==> src/rtl/uart_tx_mod.sv <==
// uart_tx_mod: UART transmitter with a one-deep holding register. Data goes out MSB-first.
// Even parity bit after the data is added when UART_TX_PARITY_EN is defined.
module uart_tx_mod #(
  parameter int unsigned STOP_BITS = 1
) (
  input  logic       i_clk,
  input  logic       i_rst_n,
  input  logic       i_bclk_en,
  input  logic [7:0] i_din,
  input  logic       i_d_vld,
  output logic       o_d_rdy,
  output logic       o_txd,
  output logic       o_busy,
  output logic       o_done
);

`ifdef UART_TX_PARITY_EN
  typedef enum logic [2:0] {StIdle, StStart, StData, StPar, StStop} state_e;
`else
  typedef enum logic [1:0] {StIdle, StStart, StData, StStop} state_e;
`endif

  localparam logic StopLast = (STOP_BITS == 2) ? 1'b1 : 1'b0;

  state_e      r_state;
  state_e      w_state_d;
  logic [7:0]  r_hold;
  logic        r_hold_full;
  logic [7:0]  r_shift;
  logic [7:0]  w_shift_d;
  logic [2:0]  r_bit_cnt;
  logic [2:0]  w_bit_cnt_d;
  logic        r_stop_cnt;
  logic        w_stop_cnt_d;
  logic        r_txd;
  logic        w_txd_d;
  logic        r_done;
  logic        w_done_d;
  logic        w_accept;
  logic        w_last_stop;
  logic        w_load;
`ifdef UART_TX_PARITY_EN
  logic        r_parity;
`endif

  assign w_accept    = i_d_vld && !r_hold_full;
  assign w_last_stop = (r_state == StStop) && (r_stop_cnt == StopLast);
  // Hold-to-shift transfer happens from IDLE or at the end of the final stop bit.
  assign w_load      = i_bclk_en && r_hold_full && ((r_state == StIdle) || w_last_stop);

  // State and datapath registers.
  always_ff @(posedge i_clk) begin
    if (!i_rst_n) begin
      r_state     <= StIdle;
      r_hold      <= '0;
      r_hold_full <= 1'b0;
      r_shift     <= '0;
      r_bit_cnt   <= '0;
      r_stop_cnt  <= 1'b0;
      r_txd       <= 1'b1;
      r_done      <= 1'b0;
`ifdef UART_TX_PARITY_EN
      r_parity    <= 1'b0;
`endif
    end else begin
      r_state    <= w_state_d;
      r_shift    <= w_shift_d;
      r_bit_cnt  <= w_bit_cnt_d;
      r_stop_cnt <= w_stop_cnt_d;
      r_txd      <= w_txd_d;
      r_done     <= w_done_d;
      if (w_accept) begin
        r_hold      <= i_din;
        r_hold_full <= 1'b1;
      end else if (w_load) begin
        r_hold_full <= 1'b0;
      end
`ifdef UART_TX_PARITY_EN
      if (w_load) begin
        r_parity <= ^r_hold;
      end
`endif
    end
  end

  // Next-state logic; nothing moves without a baud tick.
  always_comb begin
    w_state_d = r_state;
    if (i_bclk_en) begin
      case (r_state)
        StIdle:  if (r_hold_full) w_state_d = StStart;
        StStart: w_state_d = StData;
        StData: begin
          if (r_bit_cnt == 3'd7) begin
`ifdef UART_TX_PARITY_EN
            w_state_d = StPar;
`else
            w_state_d = StStop;
`endif
          end
        end
`ifdef UART_TX_PARITY_EN
        StPar:   w_state_d = StStop;
`endif
        StStop:  if (w_last_stop) w_state_d = r_hold_full ? StStart : StIdle;
        default: w_state_d = StIdle;
      endcase
    end
  end

  // Registered-output and datapath next values.
  always_comb begin
    w_txd_d      = r_txd;
    w_done_d     = 1'b0;
    w_shift_d    = r_shift;
    w_bit_cnt_d  = r_bit_cnt;
    w_stop_cnt_d = r_stop_cnt;
    if (i_bclk_en) begin
      case (r_state)
        StIdle: begin
          if (w_load) begin
            w_shift_d = r_hold;
            w_txd_d   = 1'b0;
          end
        end
        StStart: begin
          w_txd_d     = r_shift[7];
          w_bit_cnt_d = 3'd0;
        end
        StData: begin
          if (r_bit_cnt == 3'd7) begin
`ifdef UART_TX_PARITY_EN
            w_txd_d = r_parity;
`else
            w_txd_d = 1'b1;
`endif
            w_stop_cnt_d = 1'b0;
          end else begin
            w_bit_cnt_d = r_bit_cnt + 3'd1;
            w_shift_d   = {r_shift[6:0], 1'b0};
            w_txd_d     = r_shift[6];
          end
        end
`ifdef UART_TX_PARITY_EN
        StPar: begin
          w_txd_d      = 1'b1;
          w_stop_cnt_d = 1'b0;
        end
`endif
        StStop: begin
          if (w_last_stop) begin
            w_done_d = 1'b1;
            w_txd_d  = !r_hold_full;
            if (w_load) begin
              w_shift_d = r_hold;
            end
          end else begin
            w_stop_cnt_d = 1'b1;
            w_txd_d      = 1'b1;
          end
        end
        default: w_txd_d = 1'b1;
      endcase
    end
  end

  assign o_d_rdy = !r_hold_full;
  assign o_txd   = r_txd;
  assign o_busy  = (r_state != StIdle);
  assign o_done  = r_done;

endmodule

==> config.mk <==
export PLATFORM = sky130hd
export DESIGN_NAME = uart_tx_mod
export DESIGN_NICKNAME = d
export VERILOG_FILES = /design/src/rtl/uart_tx_mod.sv
export SDC_FILE = /design/constraint.sdc
export NUM_CORES = 1
export LEC_CHECK = 0
export ABC_CLOCK_PERIOD_IN_PS = 5100
export BUFFER_PORTS_ARGS = -buffer_cell sky130_fd_sc_hd__buf_2
export CAP_MARGIN = 20
export CORE_ASPECT_RATIO = 1.4
export CORE_MARGIN = 2
export CORE_UTILIZATION = 47
export CTS_BUF_LIST = sky130_fd_sc_hd__clkbuf_4
export CTS_CLUSTER_DIAMETER = 30
export DETAILED_ROUTE_END_ITERATION = 8
export PLACE_DENSITY = 0.66
export SYNTH_ARGS = -nofsm -noshare
export SYNTH_HDL_FRONTEND = slang
export SYNTH_SLANG_ARGS = --single-unit
==> constraint.sdc <==
create_clock -name i_clk -period 5.1 [get_ports i_clk]
set_clock_uncertainty 0.1 [all_clocks]
set_input_delay 0.51 -clock i_clk [delete_from_list [all_inputs] [get_ports i_clk]]
set_output_delay 0.51 -clock i_clk [all_outputs]
set_load 0.05 [all_outputs]
# [Word level (Yosys, flattened, before mapping)]
# Cells that the tools add are included.
[op_classes] n_addsub=1 n_eq_ne=10 n_mux=20 bitwise_logic=1 reduce_logical=18
[op_table] cell="$mux W8" n=3
[op_table] cell="$pmux W8 S3" n=1
[op_table] cell="$ne A2 B2 Y1 const B" n=6
[op_table] cell="$reduce_and A4 Y1" n=3
[op_table] cell="$mux W1" n=8
[op_table] cell="$pmux W2 S4" n=1
[op_table] cell="$reduce_bool A2 Y1" n=4
[op_table] cell="$mux W2" n=3
[op_table] cell="$pmux W3 S2" n=1
[op_table] cell="$reduce_and A3 Y1" n=2
[op_table] cell="$eq A2 B2 Y1 const B" n=2
[op_table] cell="$logic_and A1 B1 Y1" n=4
[op_table] cell="$pmux W1 S4" n=1
[op_table] cell="$add A3 B1 Y3 const B" n=1
[op_table] cell="$eq A3 B3 Y1 const B" n=1
[op_table] cell="$mux W3" n=1
[op_table] cell="$reduce_bool A3 Y1" n=1
[op_table] cell="$eq A2 B1 Y1 const B" n=1
[op_table] cell="$logic_not A2 Y1" n=1
[op_table] cell="$pmux W1 S2" n=1
[op_table] cell="$reduce_and A2 Y1" n=1
[op_table] cell="$logic_not A1 Y1" n=1
[op_table] cell="$logic_or A1 B1 Y1" n=1
[op_table] cell="$not A1 Y1" n=1
[totals] regBits=25 inputBits=12 elab_cells=58

# [Longest topological paths before layout]
# Gate-level depths: netlist of run 1.
[logic_depth] ltp_word=7 depth_mapped=9 depth_no_buf=6

# [Least setup slack after synthesis of run 1]
# No wires, ideal clock.
[synth_path] kind="register to register" start="register r_state[0]" end="register r_shift[1]" arrival_time_ns=1.588 t_required_ns=4.920 slack_ns=3.332 path_stages_with_launch=8 synth_period_minus_slack_ns=1.768 cell_sequence="dfxtp_1 > inv_1 > ha_1 > buf_6 > o31a_4 > and2_4 > buf_6 > a211oi_2"
[synth_via] elab_chain_cells=7 word_cells_on_any_way=13
[synth_rtl] element="start: declaration" line_no="25" source="state_e r_state;"
[synth_rtl] element="start signal: assignment" line_no="54" source="r_state <= StIdle;"
[synth_rtl] element="start signal: assignment" line_no="66" source="r_state <= w_state_d;"
[synth_rtl] element="$eq A2 B2 Y1" line_no="47, 119"
[synth_rtl] element="$logic_and A1 B1 Y1" line_no="47" source="assign w_last_stop = (r_state == StStop) && (r_stop_cnt == StopLast);"
[synth_rtl] element="$logic_or A1 B1 Y1" line_no="49" source="assign w_load = i_bclk_en && r_hold_full && ((r_state == StIdle) || w_last_stop);"
[synth_rtl] element="$logic_and A1 B1 Y1" line_no="49"
[synth_rtl] element="$mux W8 (2 in a row)"
[synth_rtl] element="$pmux W8 S3" line_no="119" source="case (r_state)"
[synth_rtl] element="end signal: assignment" line_no="67" source="r_shift <= w_shift_d;"
[synth_rtl] element="end: declaration" line_no="29" source="logic [7:0] r_shift;"
# Parallel ways exist; a longest one is shown, timed or not. The select of a mux whose other input is x is not followed.
# A chain may end at the register's enable or synchronous reset.

# [Worst setup path in the final report of run 1]
[layout_path] start="register r_state[0]" end="register r_shift[2]"
# Same word-level chain as after synthesis.

==> results.txt, run 1 <==
- Clock insertion delay at the later pin of the skew report: 0.32 ns
* Tightest Pin Transition: 0.970 ns
* Result of the run: finished clean
- Comb power frac: 20.9%
- Count of mapped cells out of synthesis: 124
* Ys flop type: dfxtp_1
* Worst Path Arrival: 2.33 ns
* Switching component of the power: 115 uW
- The tool flagged a number of max-cap violations equal to 0.
* Final critical-path setup slack: 2.85 ns
* Power density relative to cell area: 282 nW/um^2
* Core Footprint: 2590 um^2
- Leakage: 0.000554 uW
- Setup slack on the worst reg-to-reg path comes out at 2.85 ns.
* Fin. Hold Viols: 0
- Type of the worst setup path: flip-flop to flip-flop
- Horizontal extent of the die: 47.8 um
- The endpoint identified for the worst register-to-register timing path is r_shift[2].
- Of the synthesized area, sequential elements account for 39.6%.
- For the worst setup path, the data required time is 5.18 ns.
- Pre-antenna DRT Iters: 4
- Timing analysis after detailed placement gives a worst setup slack of 2.86 ns.
* Iter 0 DRT Violations: 17
- Remaining global-route overflow: 0
- TritonCTS built the clock tree.
- Reg2Reg Depth: 6
- Dividing the final minimum period by the clock period gives 44.1%.
- After clock tree synthesis, the setup repair step added 0 buffers.
* Detailed-route wire length per cell: 13.1 um
* Fraction of final layout cells sized beyond drive strength 1: 23.7%
- After clock tree synthesis, the flow added hold-fix buffers numbering 0.
* Net count of the mapped netlist: 143
- Number of flops mapped to enable cells by yosys: 0
- Post-route ant nets: 0
- Headroom to the max-slew limit came out at 35.2%.
- STA classifies the critical path startpoint as a flip-flop.
* Final design utilization: 52.4%
* Antenna Diode Count: 0
- Level count of the clock H-tree: 1
- After routing, the total negative slack on setup checks comes to 0 ns.
- The final count of pins violating max slew is 0.
- Synth-to-Final Area Change: 7.23%
- Highest attainable clock frequency: 445 MHz
- Clock buffers created by TritonCTS: 3
- The worst hold path passes through 3 cells.
- In this run the most critical hold path is launched from i_din[7].
- The die covers 3130 um^2.
- Leading cell types by total area after synthesis: dfxtp_1 (40%), mux2i_1 (13%), a211oi_2 (6.9%)
* Worst-case hold slack: 0.310 ns
- Measured along the y axis, the die boundary spans 65.4 um.
* Mean post-synth cell area: 10.2 um^2
- Count of input and output buffers: 15
- Register share of total power: 56.1%
- # setup viols final: 0
- Initial core utilization: 48.8%
- Largest area contributor in the netlist: dfxtp_1
- Wirelength, routed: 2.24 mm
- After legalization and detailed placement, the total HPWL measured 1.62 mm.
- Yosys mapped the design onto 34 distinct sky130hd cell types.
- After synthesis, the most frequently instantiated cells are dfxtp_1 (25), mux2i_1 (16), nor2_1 (13), a21oi_1 (9).
- Detailed routing inserted a total of 937 vias.
* Detailed-route DRC error count: 0
- The clock net in this run drives a total of 25 sinks.
* Fraction of synthesized cell area taken by the top area cell type: 39.6%
- The internal power of the cells totals 267 uW.
- Switching Share: 30.2%
* Path category of the worst min-delay check: input port to flip-flop
* Number of ports placed on the die boundary: 16
- Global placer's final weighted congestion: 0.842
* Async S/R FF share, synth: 0%
- Setup repair after global routing missed its margin: no
- After detailed routing, the number of vias per cell comes to 5.48.
* Area of the mapped netlist: 1260 um^2
- Cells resized by post-CTS repair: 0
* Via count of the first global-routing pass: 894
* Final net count: 155
* End point of the worst hold path: r_hold[7]
- The first global-routing pass estimated 3.76 mm of wire.
* Source of the worst register-to-register timing path: r_state[0]
- Critical Path Fanout Max: 17
- In the post-synthesis netlist, the cell with the most instances is dfxtp_1.
- Root buffer cell: clkbuf_4
* Antenna violations before repair: 0
- Layout filler cell count: 260
- After layout, the minimum clock period comes to 2.25 ns.
- Part of the power in the clock network: 23.0%
- STA classifies the critical path endpoint as a flip-flop.
- GR Util All Layers: 16.6%
* Clk slew on worst S/H paths: 0.14 ns
* Synth warn: 0
- Maximum number of pins on one net before global-route repair: 22
* Number of synthesized register bits: 25
- Maximum resistive drop on vdd: 174 uV
- Worst-case clock buffer depth: 2
- The floorplan has 22 rows.
==> logic make-up (layout without fill, tap and decap cells) <==
kind of cell	count (synthesis)	in the layout	share of synthesized area, %
muxes	17	17	13.6
DFF	25	25	39.6
AOI/OAI and AO/OA	33	33	22.3
buffers and inverters	14	25	6.24
and+or+nand+nor	28	28	11.4
adders and majority gates	7	7	6.93
==> final cells by class <==
type	count	area, um^2	area share [%]
multi-input combinational	85	684	50.5
timing repair buffer	15	75.1	5.54
sequential	25	500	36.9
clock inverter	1	5.00	0.369
clock buffer	3	22.5	1.66
tap	36	45.0	3.32
inverter	6	22.5	1.66
==> metrics by stage <==
| step | area (um^2) | power (uW) | instances |
|---|---|---|---|
| floorplan | 1260 | 283 | 124 |
| global placement | 1330 | 297 | 167 |
| detailed placement | 1330 | 299 | 167 |
| CTS | 1360 | 384 | 171 |
| global route | 1360 | 401 | 171 |
| finish | 1360 | 382 | 171 |
==> flip-flops by register name, indices dropped and copies added (netlist names) <==
signal,flops
r_stop_cnt,1
o_txd,1
r_shift,8
r_hold,8
o_done,1
r_state,2
r_bit_cnt,3
r_hold_full,1
==> worst max-delay path, cell delays in order, from the launching register on <==
cell and delay (ns):
dfxtp_1 0.43, inv_1 0.10, ha_1 0.47, a22oi_2 0.25
and3b_1 0.39, and2_4 0.29, a211oi_2 0.08
==> power by group through the flow <==
stage	Sequential, uW	Clock, uW	Combinational (uW)
5_1_grt	216	97.0	87.2
3_3_place_gp	219	0	78.1
4_1_cts	214	89.7	80.2
2_1_floorplan	220	0	63.2
3_5_place_dp	219	0	79.8
6_report	214	87.8	80.0
==> cell usage in the layout, fill, tap and decap left out, types with 2 or more instances in the layout <==
cell type	Yosys	layout
a211oi_2	7	7
a21oi_1	9	9
a22o_1	2	2
a22oi_1	3	3
and3_1	2	2
buf_2	3	15
clkbuf_4	0	3
dfxtp_1	25	25
ha_1	7	7
inv_1	5	5
mux2i_1	16	16
nand2_1	5	5
nor2_1	13	13
nor2b_1	2	2
o21ai_0	2	2
==> per-layer routing <==
metal  wire, um  global-route usage, %  up-vias
met2       1080                   26.7       28
met5          0                      0        -
met1        943                   18.9      430
met4         85                   9.80        0
li1           -                      -      470
met3        124                   3.85        9
==> worst max path at each step <==
stage | from | end | cells past startpoint
final | r_state[0] | r_shift[2] | 6
after global routing | r_state[0] | r_shift[2] | 6
after CTS | r_state[0] | r_shift[1] | 6
after detailed placement | r_state[0] | r_shift[1] | 6
after global placement | r_state[0] | r_shift[2] | 6
after floorplan | r_state[0] | r_shift[1] | 7
(Power assumes the default switching activity.)
==> inputs of run 2 (changes only) <==
- ABC_CLOCK_PERIOD_IN_PS: 5100 -> 2300
- clock period: 5.1 -> 2.3 ns (I/O delays scaled with it)
==> run 2 against run 1 <==
Design area is 1.3% higher. Final cell count is 1.2% higher. Core utilization is 0.68 points higher. Largest power group unchanged.
==> results.txt, run 2 (synthesis gave the netlist of run 1 again) <==
* Worst setup SP type: flip-flop
* # setup viols final: 0 (unchanged)
- Maximum resistive drop on vdd: 388 uV (+120%)
- The path depth of the worst reg2reg path came to 6 (unchanged).
- Level count of the clock H-tree: 1 (unchanged)
- The post-detailed-route via-to-cell ratio was 5.47 (-0.10%).
- The final count of hold timing violations is 0 (unchanged).
- The total via count after detailed routing is 947 (+1.1%).
- The utilization after layout came to 53.0% (+0.68 points).
- The count of filler cells inserted in the layout came to 257 (-1.2%).
* Post-CTS setup buffer count: 0 (unchanged)
* Time the final worst path needs with I/O delays and setup: 2.10 ns (-0.147 ns)
* Type of the worst setup path: flip-flop to flip-flop
- The tightest slew margin relative to the limit was 47.8% (+13 points).
* Number of ports placed on the die boundary: 16 (unchanged)
- The post-cts repair resize count was 0 (unchanged).
- GR Util All Layers: 17.4% (+0.83 points)
- Leakage: 0.000565 uW (+2.0%)
- Post-route ant nets: 0 (unchanged)
- Critical path required time: 2.38 ns (-2.80 ns)
- The path class of the tightest hold or removal check is input port to flip-flop.
- The initial antenna violation count is 0 (unchanged).
- The combinational share of power came to 20.6% (-0.3 points).
* Multi-input combinational cell area: 684 um^2 (unchanged)
- Critical Path Fanout Max: 10 (-7)
- Endpoint of the most critical register-to-register path: r_shift[1]
* Result of the run: finished clean
* Die Height: 65.4 um (unchanged)
* R2R setup slack: 0.20 ns (-2.65 ns)
- Root buffer cell: clkbuf_4
* Part of the power in the clock network: 23.7% (+0.7 points)
* Tcrit/Tclk final: 91.4% (+47 points)
* Die Area: 3130 um^2 (unchanged)
* Std cell rows: 22 (unchanged)
- Antenna Diode Count: 0 (unchanged)
* Core Footprint: 2590 um^2 (unchanged)
* Max-cap violations: 0 (unchanged)
* Switching component of the power: 248 uW (+120%)
- Initial core utilization: 48.8% (unchanged)
- Maximum number of pins on one net before global-route repair: 22 (unchanged)
- The maximum count of clock buffers along a single path was 2 (unchanged).
- Detailed-route DRC error count: 0 (unchanged)
- The internal power consumption is 608 uW (+130%).
* Detailed-route wire length per cell: 12.9 um (-1.2%)
- Horizontal extent of the die: 47.8 um (unchanged)
* Source of the worst register-to-register timing path: r_state[0]
- The DRC violation total after the first TritonRoute iteration is 19 (+2).
- The total clock sinks was 25 (unchanged).
* Global placer's final weighted congestion: 0.820 (-2.5%)
* Clock buffers created by TritonCTS: 3 (unchanged)
- The final count of pins violating max slew was 0 (unchanged).
- Sequential cell area in the final layout: 500 um^2 (unchanged)
* Via count of the first global-routing pass: 929 (+3.9%)
- Setup repair after global routing left no endpoint under its margin.
- STA classifies the critical path endpoint as a flip-flop.
* Worst Path Arrival: 2.18 ns (-0.15 ns)
* Start point of the worst min-delay path: i_din[5]
- Cell depth of the worst min-delay path: 3 (unchanged)
- DPL Wire Length: 1.66 mm (+2.6%)
- TritonCTS built the clock tree.
- End point of the worst hold path: r_hold[5]
* Synth-to-Final Area Change: 8.61%
- The total power divided by cell area came to 624 nW/um^2 (+120%).
- First-pass GRT wire length: 4.00 mm (+6.4%)
- The layout cell share with drive strength beyond 1 came to 24.8% (+1.1 points).
* Highest attainable clock frequency: 476 MHz (+7.0%)
- Switching Share: 29.0% (-1.2 points)
- The insertion delay to the later sink of the worst-skew pair was 0.31 ns (about the same).
* Remaining global-route overflow: 0 (unchanged)
- The total iterations of the first detailed-routing run is 4 (unchanged).
- Clk slew on worst S/H paths: 0.13 ns (about the same)
* Commonest non-fill, non-tap cells in the layout: dfxtp_1 (25), mux2i_1 (16), buf_2 (15)
- Largest registers ranked by flip-flop count: r_hold: 8 flops, r_shift: 8 flops, r_bit_cnt: 3 flops
- Final net count: 157 (+1.3%)
- The final routed wirelength across all metal layers came to 2.24 mm (unchanged).
- Register share of total power: 55.7% (-0.4 points)
- The count of hold buffers inserted by post-cts repair came to 0 (unchanged).
* Most common cell after layout, fill and taps aside: dfxtp_1
- The count of port buffers added during placement was 15 (unchanged).
* Tightest Pin Transition: 0.782 ns (-0.188 ns)
* Final setup TNS: 0 ns (unchanged)
-- run 2: cell types whose count changed in the layout (fill, tap and decap cells not counted) --
cell and delta:
clkbuf_4 +1, clkinv_2 -1, buf_4 +2
-- run 2: critical path, stage by stage, from the launching register on --
cell      delay [ns]
dfxtp_1         0.44
inv_1           0.11
ha_1            0.38
a22oi_2         0.20
and3b_1         0.37
and2_4          0.29
a211oi_2        0.08
-- run 2: worst max-delay path by stage --
stage | startpoint | end | slack (ns) | cells past startpoint
final | r_state[0] | r_shift[1] | 0.20 | 6
after floorplan | r_state[0] | r_shift[1] | 0.53 | 7
after global routing | r_state[0] | r_shift[7] | 0.07 | 6
after CTS | r_state[0] | r_shift[1] | 0.22 | 6
after detailed placement | r_state[0] | r_shift[1] | 0.24 | 6
after global placement | r_state[0] | r_shift[6] | 0.34 | 6
-- run 2: stage by stage --
| stage | hold WS (ns) | setup WS (ns) | instance area, um^2 | total power [uW] | cells |
|---|---|---|---|---|---|
| after floorplan | 0.266 | 0.532 | 1260 | 628 | 124 |
| after global placement | 0.365 | 0.337 | 1340 | 660 | 169 |
| after detailed placement | 0.372 | 0.238 | 1340 | 664 | 169 |
| after CTS | 0.0398 | 0.222 | 1370 | 866 | 173 |
| after global routing | 0.0453 | 0.0671 | 1370 | 903 | 173 |
| final | 0.0458 | 0.198 | 1370 | 856 | 173 |
-- run 2: final cells by class --
class	instances	area share [%]
multi-input combinational	85	49.9
sequential	25	36.5
timing repair buffer	17	6.56
tap	36	3.28
clock buffer	4	2.19
inverter	6	1.64
-- run 2: metal layers --
metal	global-route usage, %	vias up	wire length, um
li1	-	475	-
met4	8.45	0	63
met5	0	-	0
met3	3.57	7	68
met1	22.1	445	1010
met2	27.0	20	1090
-- run 2: power by group through the flow --
stage | registers, uW | logic (uW) | clock network, uW
6_report | 477 | 176 | 203
5_1_grt | 481 | 195 | 228
2_1_floorplan | 488 | 140 | 0
3_5_place_dp | 486 | 178 | 0
3_3_place_gp | 485 | 175 | 0
4_1_cts | 476 | 178 | 211
